==> src/rtl/video_timing_generator.sv <==
`default_nettype none
// ============================================================================
// Module  : video_timing_generator
// Brief   : Divided pixel strobe, sync/visible/coordinate decode, frame-boundary stop.
// Revision: 1.0
// ============================================================================
module video_timing_generator #(
  parameter int H_VISIBLE         = 640,
  parameter int H_FRONT_PORCH     = 16,
  parameter int H_SYNC            = 96,
  parameter int H_BACK_PORCH      = 48,
  parameter int V_VISIBLE         = 480,
  parameter int V_FRONT_PORCH     = 10,
  parameter int V_SYNC            = 2,
  parameter int V_BACK_PORCH      = 33,
  parameter int CLOCK_DIVIDE      = 2,
  parameter int HSYNC_ACTIVE_HIGH = 0,
  parameter int VSYNC_ACTIVE_HIGH = 0,
  parameter int COORD_WIDTH       = 11
) (
  input  logic                   clk,
  input  logic                   reset,
  input  logic                   enable,
  output logic                   vga_hs,
  output logic                   vga_vs,
  output logic                   pixel_enable,
  output logic                   in_visible_region,
  output logic [COORD_WIDTH-1:0] pixel_x,
  output logic [COORD_WIDTH-1:0] pixel_y,
  output logic                   new_line,
  output logic                   new_frame,
  output logic                   idle
);

  localparam int H_TOTAL = H_FRONT_PORCH + H_SYNC + H_BACK_PORCH + H_VISIBLE;
  localparam int V_TOTAL = V_FRONT_PORCH + V_SYNC + V_BACK_PORCH + V_VISIBLE;
  localparam int H_BLANK = H_TOTAL - H_VISIBLE;
  localparam int V_BLANK = V_TOTAL - V_VISIBLE;
  localparam int DIV_W   = (CLOCK_DIVIDE > 1) ? $clog2(CLOCK_DIVIDE) : 1;

  localparam logic [DIV_W-1:0]       C_DIV_LAST  = DIV_W'(CLOCK_DIVIDE - 1);
  localparam logic [COORD_WIDTH-1:0] C_H_LAST    = COORD_WIDTH'(H_TOTAL - 1);
  localparam logic [COORD_WIDTH-1:0] C_V_LAST    = COORD_WIDTH'(V_TOTAL - 1);
  localparam logic [COORD_WIDTH-1:0] C_HS_START  = COORD_WIDTH'(H_FRONT_PORCH);
  localparam logic [COORD_WIDTH-1:0] C_HS_END    = COORD_WIDTH'(H_FRONT_PORCH + H_SYNC);
  localparam logic [COORD_WIDTH-1:0] C_VS_START  = COORD_WIDTH'(V_FRONT_PORCH);
  localparam logic [COORD_WIDTH-1:0] C_VS_END    = COORD_WIDTH'(V_FRONT_PORCH + V_SYNC);
  localparam logic [COORD_WIDTH-1:0] C_H_BLANK   = COORD_WIDTH'(H_BLANK);
  localparam logic [COORD_WIDTH-1:0] C_V_BLANK   = COORD_WIDTH'(V_BLANK);
  localparam logic                   C_HS_ON     = (HSYNC_ACTIVE_HIGH != 0);
  localparam logic                   C_VS_ON     = (VSYNC_ACTIVE_HIGH != 0);

  typedef enum logic [1:0] {
    IDLE     = 2'd0,
    RUN      = 2'd1,
    STOPPING = 2'd2
  } state_t;

  state_t                 r_state;
  logic                   r_enable;
  logic [DIV_W-1:0]       r_div;
  logic [COORD_WIDTH-1:0] r_h;
  logic [COORD_WIDTH-1:0] r_v;
  logic                   r_hs;
  logic                   r_vs;
  logic                   r_vis;
  logic [COORD_WIDTH-1:0] r_px;
  logic [COORD_WIDTH-1:0] r_py;

  logic                   w_running;
  logic                   w_pix_en;
  logic                   w_h_last;
  logic                   w_v_last;
  logic                   w_frame_end;
  logic [DIV_W-1:0]       w_div_nxt;
  logic [COORD_WIDTH-1:0] w_h_nxt;
  logic [COORD_WIDTH-1:0] w_v_nxt;
  logic                   w_hs_nxt;
  logic                   w_vs_nxt;
  logic                   w_h_vis_nxt;
  logic                   w_v_vis_nxt;
  logic [COORD_WIDTH-1:0] w_px_nxt;
  logic [COORD_WIDTH-1:0] w_py_nxt;

  assign w_running   = (r_state != IDLE);
  assign w_pix_en    = w_running && (r_div == C_DIV_LAST);
  assign w_h_last    = (r_h == C_H_LAST);
  assign w_v_last    = (r_v == C_V_LAST);
  assign w_frame_end = w_pix_en && w_h_last && w_v_last;

  assign w_div_nxt = (r_div == C_DIV_LAST) ? '0 : r_div + DIV_W'(1);
  assign w_h_nxt   = !w_pix_en ? r_h : (w_h_last ? '0 : r_h + COORD_WIDTH'(1));
  assign w_v_nxt   = !(w_pix_en && w_h_last) ? r_v : (w_v_last ? '0 : r_v + COORD_WIDTH'(1));

  // Outputs are decoded from the position the counters are about to hold, then registered.
  assign w_hs_nxt    = (w_h_nxt >= C_HS_START && w_h_nxt < C_HS_END) ? C_HS_ON : ~C_HS_ON;
  assign w_vs_nxt    = (w_v_nxt >= C_VS_START && w_v_nxt < C_VS_END) ? C_VS_ON : ~C_VS_ON;
  assign w_h_vis_nxt = (w_h_nxt >= C_H_BLANK);
  assign w_v_vis_nxt = (w_v_nxt >= C_V_BLANK);
  assign w_px_nxt    = w_h_vis_nxt ? (w_h_nxt - C_H_BLANK) : '0;
  assign w_py_nxt    = w_v_vis_nxt ? (w_v_nxt - C_V_BLANK) : '0;

  always_ff @(posedge clk or posedge reset) begin
    if (reset) begin
      r_state  <= IDLE;
      r_enable <= 1'b0;
      r_div    <= '0;
      r_h      <= '0;
      r_v      <= '0;
      r_hs     <= ~C_HS_ON;
      r_vs     <= ~C_VS_ON;
      r_vis    <= 1'b0;
      r_px     <= '0;
      r_py     <= '0;
    end else begin
      r_enable <= enable;
      case (r_state)
        IDLE: begin
          if (r_enable) begin
            r_state <= RUN;
            r_div   <= '0;
            r_h     <= '0;
            r_v     <= '0;
            r_hs    <= w_hs_nxt;
            r_vs    <= w_vs_nxt;
            r_vis   <= w_h_vis_nxt && w_v_vis_nxt;
            r_px    <= w_px_nxt;
            r_py    <= w_py_nxt;
          end
        end
        RUN, STOPPING: begin
          if (r_state == STOPPING && !r_enable && w_frame_end) begin
            r_state <= IDLE;
            r_div   <= '0;
            r_h     <= '0;
            r_v     <= '0;
            r_hs    <= ~C_HS_ON;
            r_vs    <= ~C_VS_ON;
            r_vis   <= 1'b0;
            r_px    <= '0;
            r_py    <= '0;
          end else begin
            r_div <= w_div_nxt;
            r_h   <= w_h_nxt;
            r_v   <= w_v_nxt;
            r_hs  <= w_hs_nxt;
            r_vs  <= w_vs_nxt;
            r_vis <= w_h_vis_nxt && w_v_vis_nxt;
            r_px  <= w_px_nxt;
            r_py  <= w_py_nxt;
            if (r_state == RUN && !r_enable) begin
              r_state <= STOPPING;
            end else if (r_state == STOPPING && r_enable) begin
              r_state <= RUN;
            end
          end
        end
        default: r_state <= IDLE;
      endcase
    end
  end

  assign vga_hs            = r_hs;
  assign vga_vs            = r_vs;
  assign in_visible_region = r_vis;
  assign pixel_x           = r_px;
  assign pixel_y           = r_py;
  assign pixel_enable      = w_pix_en;
  assign new_line          = w_pix_en && (r_h == '0);
  assign new_frame         = w_pix_en && (r_h == '0) && (r_v == '0);
  assign idle              = (r_state == IDLE);

endmodule
`default_nettype wire
==> config.mk <==
export PLATFORM = sky130hd
export DESIGN_NAME = video_timing_generator
export DESIGN_NICKNAME = d
export VERILOG_FILES = /design/src/rtl/video_timing_generator.sv
export SDC_FILE = /design/constraint.sdc
export NUM_CORES = 1
export LEC_CHECK = 0
export ABC_AREA = 1
export BUFFER_PORTS_ARGS = -buffer_cell sky130_fd_sc_hd__buf_2
export CORE_MARGIN = 8
export CORE_UTILIZATION = 40
export DETAILED_ROUTE_END_ITERATION = 7
export REMOVE_ABC_BUFFERS = 1
export SKIP_LAST_GASP = 1
export SLEW_MARGIN = 20
export SYNTH_ARGS = -nofsm -noshare
export SYNTH_HDL_FRONTEND = slang
export SYNTH_SLANG_ARGS = --single-unit
==> constraint.sdc <==
create_clock -name clk -period 2.2 [get_ports clk]
set_input_delay 0.66 -clock clk [delete_from_list [all_inputs] [get_ports clk]]
set_output_delay 0.66 -clock clk [all_outputs]
set_load 0.05 [all_outputs]
==> impl_results.md, run 1 <==
- Fin. Hold Viols: 0
- RePlAce Congestion: 0.897
- Max Freq: 414 MHz
- Post-synth EDFFs: 0
- Netlist cell types: 34
- Mapped Avg Cell Area: 6.95 sq um
- Met1 Resource Use GR: 21.1%
- Rows: 34
- CTS tree: done
- Via Count: 3715
- CTS Buffer Depth: 2
- Die height: 109 um
- Worst path arrival time: 1.76 ns
- PD cells: 629 nW/um^2
- Max-capacitance violation count: 0
- CP Capture Type: output pin
- Core Area: 8550 sq um
- Gr usage total: 18.1%
- Max rail drop VDD: 375 uV
- Comb power frac: 52.8%
- P_sw: 1.48 mW
- Min cycle time layout: 2.42 ns
- Violation count after the first detailed-route iteration: 168
- Routed len/inst: 14.0 um
- Worst-Skew Late Latency: 0.31 ns
- PnR worst setup slack: -0.218 ns
- Post-synthesis async set-or-reset flop share: 100%
- Fillers: 753
- Total Power: 3.35 mW
- Post-Place Setup Slack: -0.180 ns
- Final antenna-violating net count: 0
- Clk_skew: 0.0109 ns
- GRT busiest layer: met2
- Total global routing overflow: 0
- Antenna violations before repair: 0
- Period utilization: 110%
- Vias per cell: 4.89
- Met2 GRT Util: 33.5%
- Vias in the first global route: 3707
- Yosys warnings: 0
- CTS clk-pin slew, worst paths: 0.10 ns
- Final net count: 667
- Met3 usage: 2.66%
- HPWL Detailed: 7450 um
- Critical path peak fanout: 2
- Register Area: 1280 sq um
- H-tree depth: 2
- Switch share: 44.3%
- Seq pwr share: 30.2%
- Failing checks: negative setup slack
- Rel. slew slack: 72.8%
- Most frequent cells in the layout: nand2_1, buf_4, dfrtp_1
- Root buffer cell: clkbuf_8
- Clock net sink count: 51
- Multi-input logic area: 2340 sq um
- Die ar.: 11800 sq um
- Hold Crit Class: input port to async pin
- Final setup fails: 28
- Startpoint Class: flop
- Commonest non-fill, non-tap cell in the layout: nand2_1
- WS Path Type: flop to output pin
- Global-route wire length before repair: 17100 um
- Post-Syn Area: 3450 sq um
- First-pass iteration count of the detailed router: 4
- Ratio of cells with drive above 1 in the final layout: 45.9%
- Die width: 109 um
- CTS Buf Count: 5
- RSZ-0062 raised after global routing: true
- Clock power share: 17.0%
- Drc violations: 0
- Leak: 2.76 nW
- CTS Hold Buffers Added: 0
- Drt total wl: 10600 um
- #FFs+latches synth: 51
- Final slew viol count: 0
- PortBufs: 31
- Synth-to-Final Area Change: 54.4%
- Synth Flop Type: dfrtp_1
- Status: finished, violations left
- Initial core utilization: 40.3%
- Internal power: 1.87 mW
- Critical Path RT: 1.54 ns
- I/O pin count: 32
- Worst slew pin tran: 0.404 ns
- Sequential area share after synthesis: 37.1%
- Antenna diodes: 0
- Post-Syn Instances: 496
- Largest net degree at the start of global routing: 52
[power by group through the flow]
| stage | clock network [mW] | registers [mW] | logic [mW] |
|---|---|---|---|
| after floorplan | 0 | 1.02 | 0.736 |
| after global placement | 0 | 1.02 | 1.32 |
| after detailed placement | 0 | 1.02 | 1.34 |
| after CTS | 0.597 | 1.00 | 1.47 |
| after global routing | 0.629 | 1.02 | 1.91 |
| final | 0.569 | 1.01 | 1.77 |
[cell type report]
cell class / instances / area share [%]
well taps: 108 / 2.54
clock inverters: 3 / 0.353
clock buffers: 5 / 1.29
multi-input cells: 366 / 44.0
repair buffers: 161 / 23.0
inverters: 66 / 4.80
flip-flops and latches: 51 / 24.0
[registers in the layout, indices dropped and copies added (netlist names)]
| register | flops |
|---|---|
| in_visible_region | 1 |
| r_state | 2 |
| pixel_y | 11 |
| r_div | 1 |
| r_v | 11 |
| vga_vs | 1 |
| pixel_x | 11 |
| r_enable | 1 |
| vga_hs | 1 |
| r_h | 11 |
[Yosys cell counts, types with 4 or more instances]
cell type  instances  area share, %
nor3_1             6           0.87
nor2_2             9            1.6
nor2_4             4            1.3
o21ai_1            5           0.73
nor2_1            44            4.8
o22ai_1           20            3.6
nand4_1           10            1.8
o21ai_2            6            1.5
xor2_1            10            2.5
inv_2              5           0.54
o21ai_0           20            2.9
inv_1             60            6.5
nand2_1          168             18
ha_1              13            4.7
clkbuf_1           7           0.76
nand3_1           35            5.1
dfrtp_1           49             36
[worst max-delay path, stage by stage, from the launching register on]
cell	delay (ns)
dfrtp_1	0.43
buf_6	0.14
inv_4	0.05
ha_4	0.11
nand4_1	0.17
nor4_2	0.29
buf_4	0.25
[per-layer routing]
metal	part of all wire, %	up-vias	routed length, um
li1	-	1891	-
met1	42	1738	4460
met2	53	66	5600
met3	3.3	20	350
met4	1.9	0	204
met5	0	-	0
[timing repair]
item	in CTS	in global routing
gates resized for setup	69	93
endpoints found under the hold margin	0	0
gates cloned	1	0
pin swaps	17	42
endpoints found under the setup margin	35	42
buffers inserted	19	6
[final timing paths]
path | startpoint | end | slack (ns) | cells past startpoint
worst max-delay path | r_h[1]$_DFFE_PP0P_ | new_frame | -0.22 | 6
worst min-delay path | reset | pixel_y[3]$_DFFE_PP0P_ | 0.37 | 3
worst max register to register | r_h[0]$_DFFE_PP0P_ | pixel_x[1]$_DFFE_PP0P_ | -0.21 | 15
worst min register to register | pixel_x[2]$_DFFE_PP0P_ | pixel_x[2]$_DFFE_PP0P_ | 0.48 | 2
max in group asynchronous | reset | vga_hs$_DFFE_PP1P_ | 1.54 | 3
min in group clk | enable | r_enable$_DFF_PP0_ | 0.45 | 1
[logic make-up (layout without fill, tap and decap cells)]
kind of cell	Yosys count	in the layout	share of synthesized area, %
AOI/OAI and AO/OA	56	56	9.98
buffers and inverters	79	235	9.04
adders and majority gates	13	13	4.72
xor gates and xnor gates	11	11	2.79
DFF	51	51	37.1
and+or+nand+nor	286	286	36.4
[stage by stage]
stage | hold slack, ns | instances | util, % | setup TNS [ns] | instance area (sq um)
6_report | 0.367 | 760 | 62.2 | -4.26 | 5320
5_1_grt | 0.384 | 760 | 62.2 | -10.29 | 5320
4_1_cts | 0.378 | 756 | 57.8 | -2.61 | 4940
3_5_place_dp | 0.459 | 729 | 52.5 | -3.80 | 4490
3_3_place_gp | 0.459 | 729 | 52.5 | -2.98 | 4490
2_1_floorplan | 0.503 | 483 | - | -26.00 | 3380
No activity file was read; power rests on OpenSTA's default activity.
==> run 2, diff against run 1 <==
Settings changed: CAP_MARGIN set to 20, CORE_UTILIZATION 40 to 44, REMOVE_ABC_BUFFERS 1 to not set.
==> impl_results.md, run 2 (synthesized netlist as in run 1, its figures left out) <==
- PnR worst setup slack: -0.184 ns
- Setup TNS Final: -3.31 ns
- Worst path arrival time: 2.60 ns
- Gr usage total: 19.9%
- Drc violations: 0
- Synth-to-Final Area Change: 54.9%
- Period utilization: 108%
- Root buffer cell: clkbuf_8
- Final net count: 642
- Final antenna-violating net count: 0
- Commonest non-fill, non-tap cell in the layout: nand2_1
- PortBufs: 31
- Vias per cell: 5.27
- Cell family with most CP delay: buffers and inverters
- Rows: 32
- Largest net degree at the start of global routing: 35
- CTS tree: done
- DP Cell Count: 684
- Max-capacitance violation count: 0
- Routed len/inst: 15.6 um
- Fin. Hold Viols: 0
- Register Area: 1280 sq um
- Post-Place Setup Slack: -0.132 ns
- Ratio of cells with drive above 1 in the final layout: 46.3%
- Clock net sink count: 51
- Total Power: 3.33 mW
- Placed Area: 4490 sq um
- HPWL Detailed: 7510 um
- Max Freq: 419 MHz
- I/O pin count: 32
- Worst-Skew Late Latency: 0.31 ns
- Antenna violations before repair: 0
- Critical Path RT: 2.41 ns
- First-pass iteration count of the detailed router: 4
- Synthesized Nets: 512
- CP max stage delay: 0.39 ns
- Core Area: 7650 sq um
- Die ar.: 10900 sq um
- Clk_skew: 0.00711 ns
- CTS Buf Count: 5
- Final setup fails: 25
- Critical path's slowest cell: dfrtp_1
- Critical path peak fanout: 7
- Min cycle time layout: 2.38 ns
- CP Capture Type: flop
- Leak: 2.71 nW
- RePlAce Congestion: 0.865
- Die width: 105 um
- WS Path Type: flop to flop
- Initial core utilization: 45.1%
- Worst slew pin tran: 0.515 ns
- CTS Buffer Depth: 2
- Multi-input logic area: 2490 sq um
- H-tree depth: 2
- Final slew viol count: 0
- Status: finished, violations left
- Die height: 105 um
- Rel. slew slack: 65.6%
- Violation count after the first detailed-route iteration: 185
- Layout Cells excl Fill: 729
- Drt total wl: 11400 um
- Fillers: 595
- Via Count: 3841
- CP Cell Sequence: inv_2, ha_4, nor2_4, buf_6, nand4_4, buf_12, buf_4, nand2_4, nor2_4, inv_4, ha_4, inv_2, nand2_2, nand3_4, buf_12, nand3b_1, nand2_1
- Most frequent cells in the layout: nand2_1, buf_4, dfrtp_1
- Failing checks: negative setup slack
- Worst Path Buf+Inv: 7
- Hold Crit Class: input port to async pin
- CTS clk-pin slew, worst paths: 0.10 ns
- Antenna diodes: 0
- Startpoint Class: flop
- Max rail drop VDD: 310 uV
- Post-route cell area: 5340 sq um
- Vias in the first global route: 3982
- RSZ-0062 raised after global routing: true
- Total global routing overflow: 0
- PD cells: 623 nW/um^2
- Global-route wire length before repair: 18200 um
[run 2: cell type report]
class | count | share of cell area, %
Timing Repair Buffer | 136 | 20.5
Clock buffer | 5 | 1.29
Inverter | 66 | 4.80
Tap cell | 102 | 2.39
Sequential cell | 51 | 23.9
Clock inverter | 3 | 0.351
Multi-Input combinational cell | 366 | 46.7
[run 2: path summary, 6_finish.rpt]
kind	from	end	slack (ns)	cells after the start
setup / recovery	r_state[0]$_DFFE_PP0P_	pixel_x[3]$_DFFE_PP0P_	-0.18	17
hold / removal	reset	pixel_y[0]$_DFFE_PP0P_	0.33	2
setup reg to reg	r_state[0]$_DFFE_PP0P_	pixel_x[3]$_DFFE_PP0P_	-0.18	17
hold reg to reg	pixel_x[7]$_DFFE_PP0P_	pixel_x[7]$_DFFE_PP0P_	0.47	2
max in group asynchronous	reset	vga_vs$_DFFE_PP1P_	1.28	3
min in group clk	enable	r_enable$_DFF_PP0_	0.45	1
[run 2: worst reg2reg max path: stages (launching register included)]
cell      delay [ns]
dfrtp_1         0.39
inv_2           0.07
ha_4            0.18
nor2_4          0.10
buf_6           0.13
nand4_4         0.14
buf_12          0.20
buf_4           0.14
nand2_4         0.05
nor2_4          0.05
inv_4           0.10
ha_4            0.15
inv_2           0.04
nand2_2         0.13
nand3_4         0.12
buf_12          0.16
nand3b_1        0.10
nand2_1         0.06
[run 2: power breakdown]
part	switching, mW	internal (mW)
Combinational	1.07	0.675
Sequential	0.0334	0.978
Clock	0.347	0.225
[run 2: metrics by stage]
step	util, %	hold WS [ns]
after floorplan	-	0.501
after global placement	58.7	0.460
after detailed placement	58.7	0.460
after CTS	64.7	0.340
after global routing	69.8	0.361
final	69.8	0.334
[run 2: layer usage]
| metal | global-route usage (%) | up-vias | wire (um) |
|---|---|---|---|
| met1 | 22.8 | 1843 | 4590 |
| li1 | - | 1849 | - |
| met4 | 8.27 | 0 | 365 |
| met2 | 36.2 | 114 | 5960 |
| met5 | 0 | - | 0 |
| met3 | 2.66 | 35 | 427 |
[run 2: what timing repair did]
action | in CTS | in global routing
hold buffers | 0 | 0
hold endpoints to repair | 0 | 0
buffers inserted | 22 | 13
cloned | 2 | 1
setup endpoints to repair | 25 | 41
pin swaps | 28 | 49
resized for setup | 42 | 75
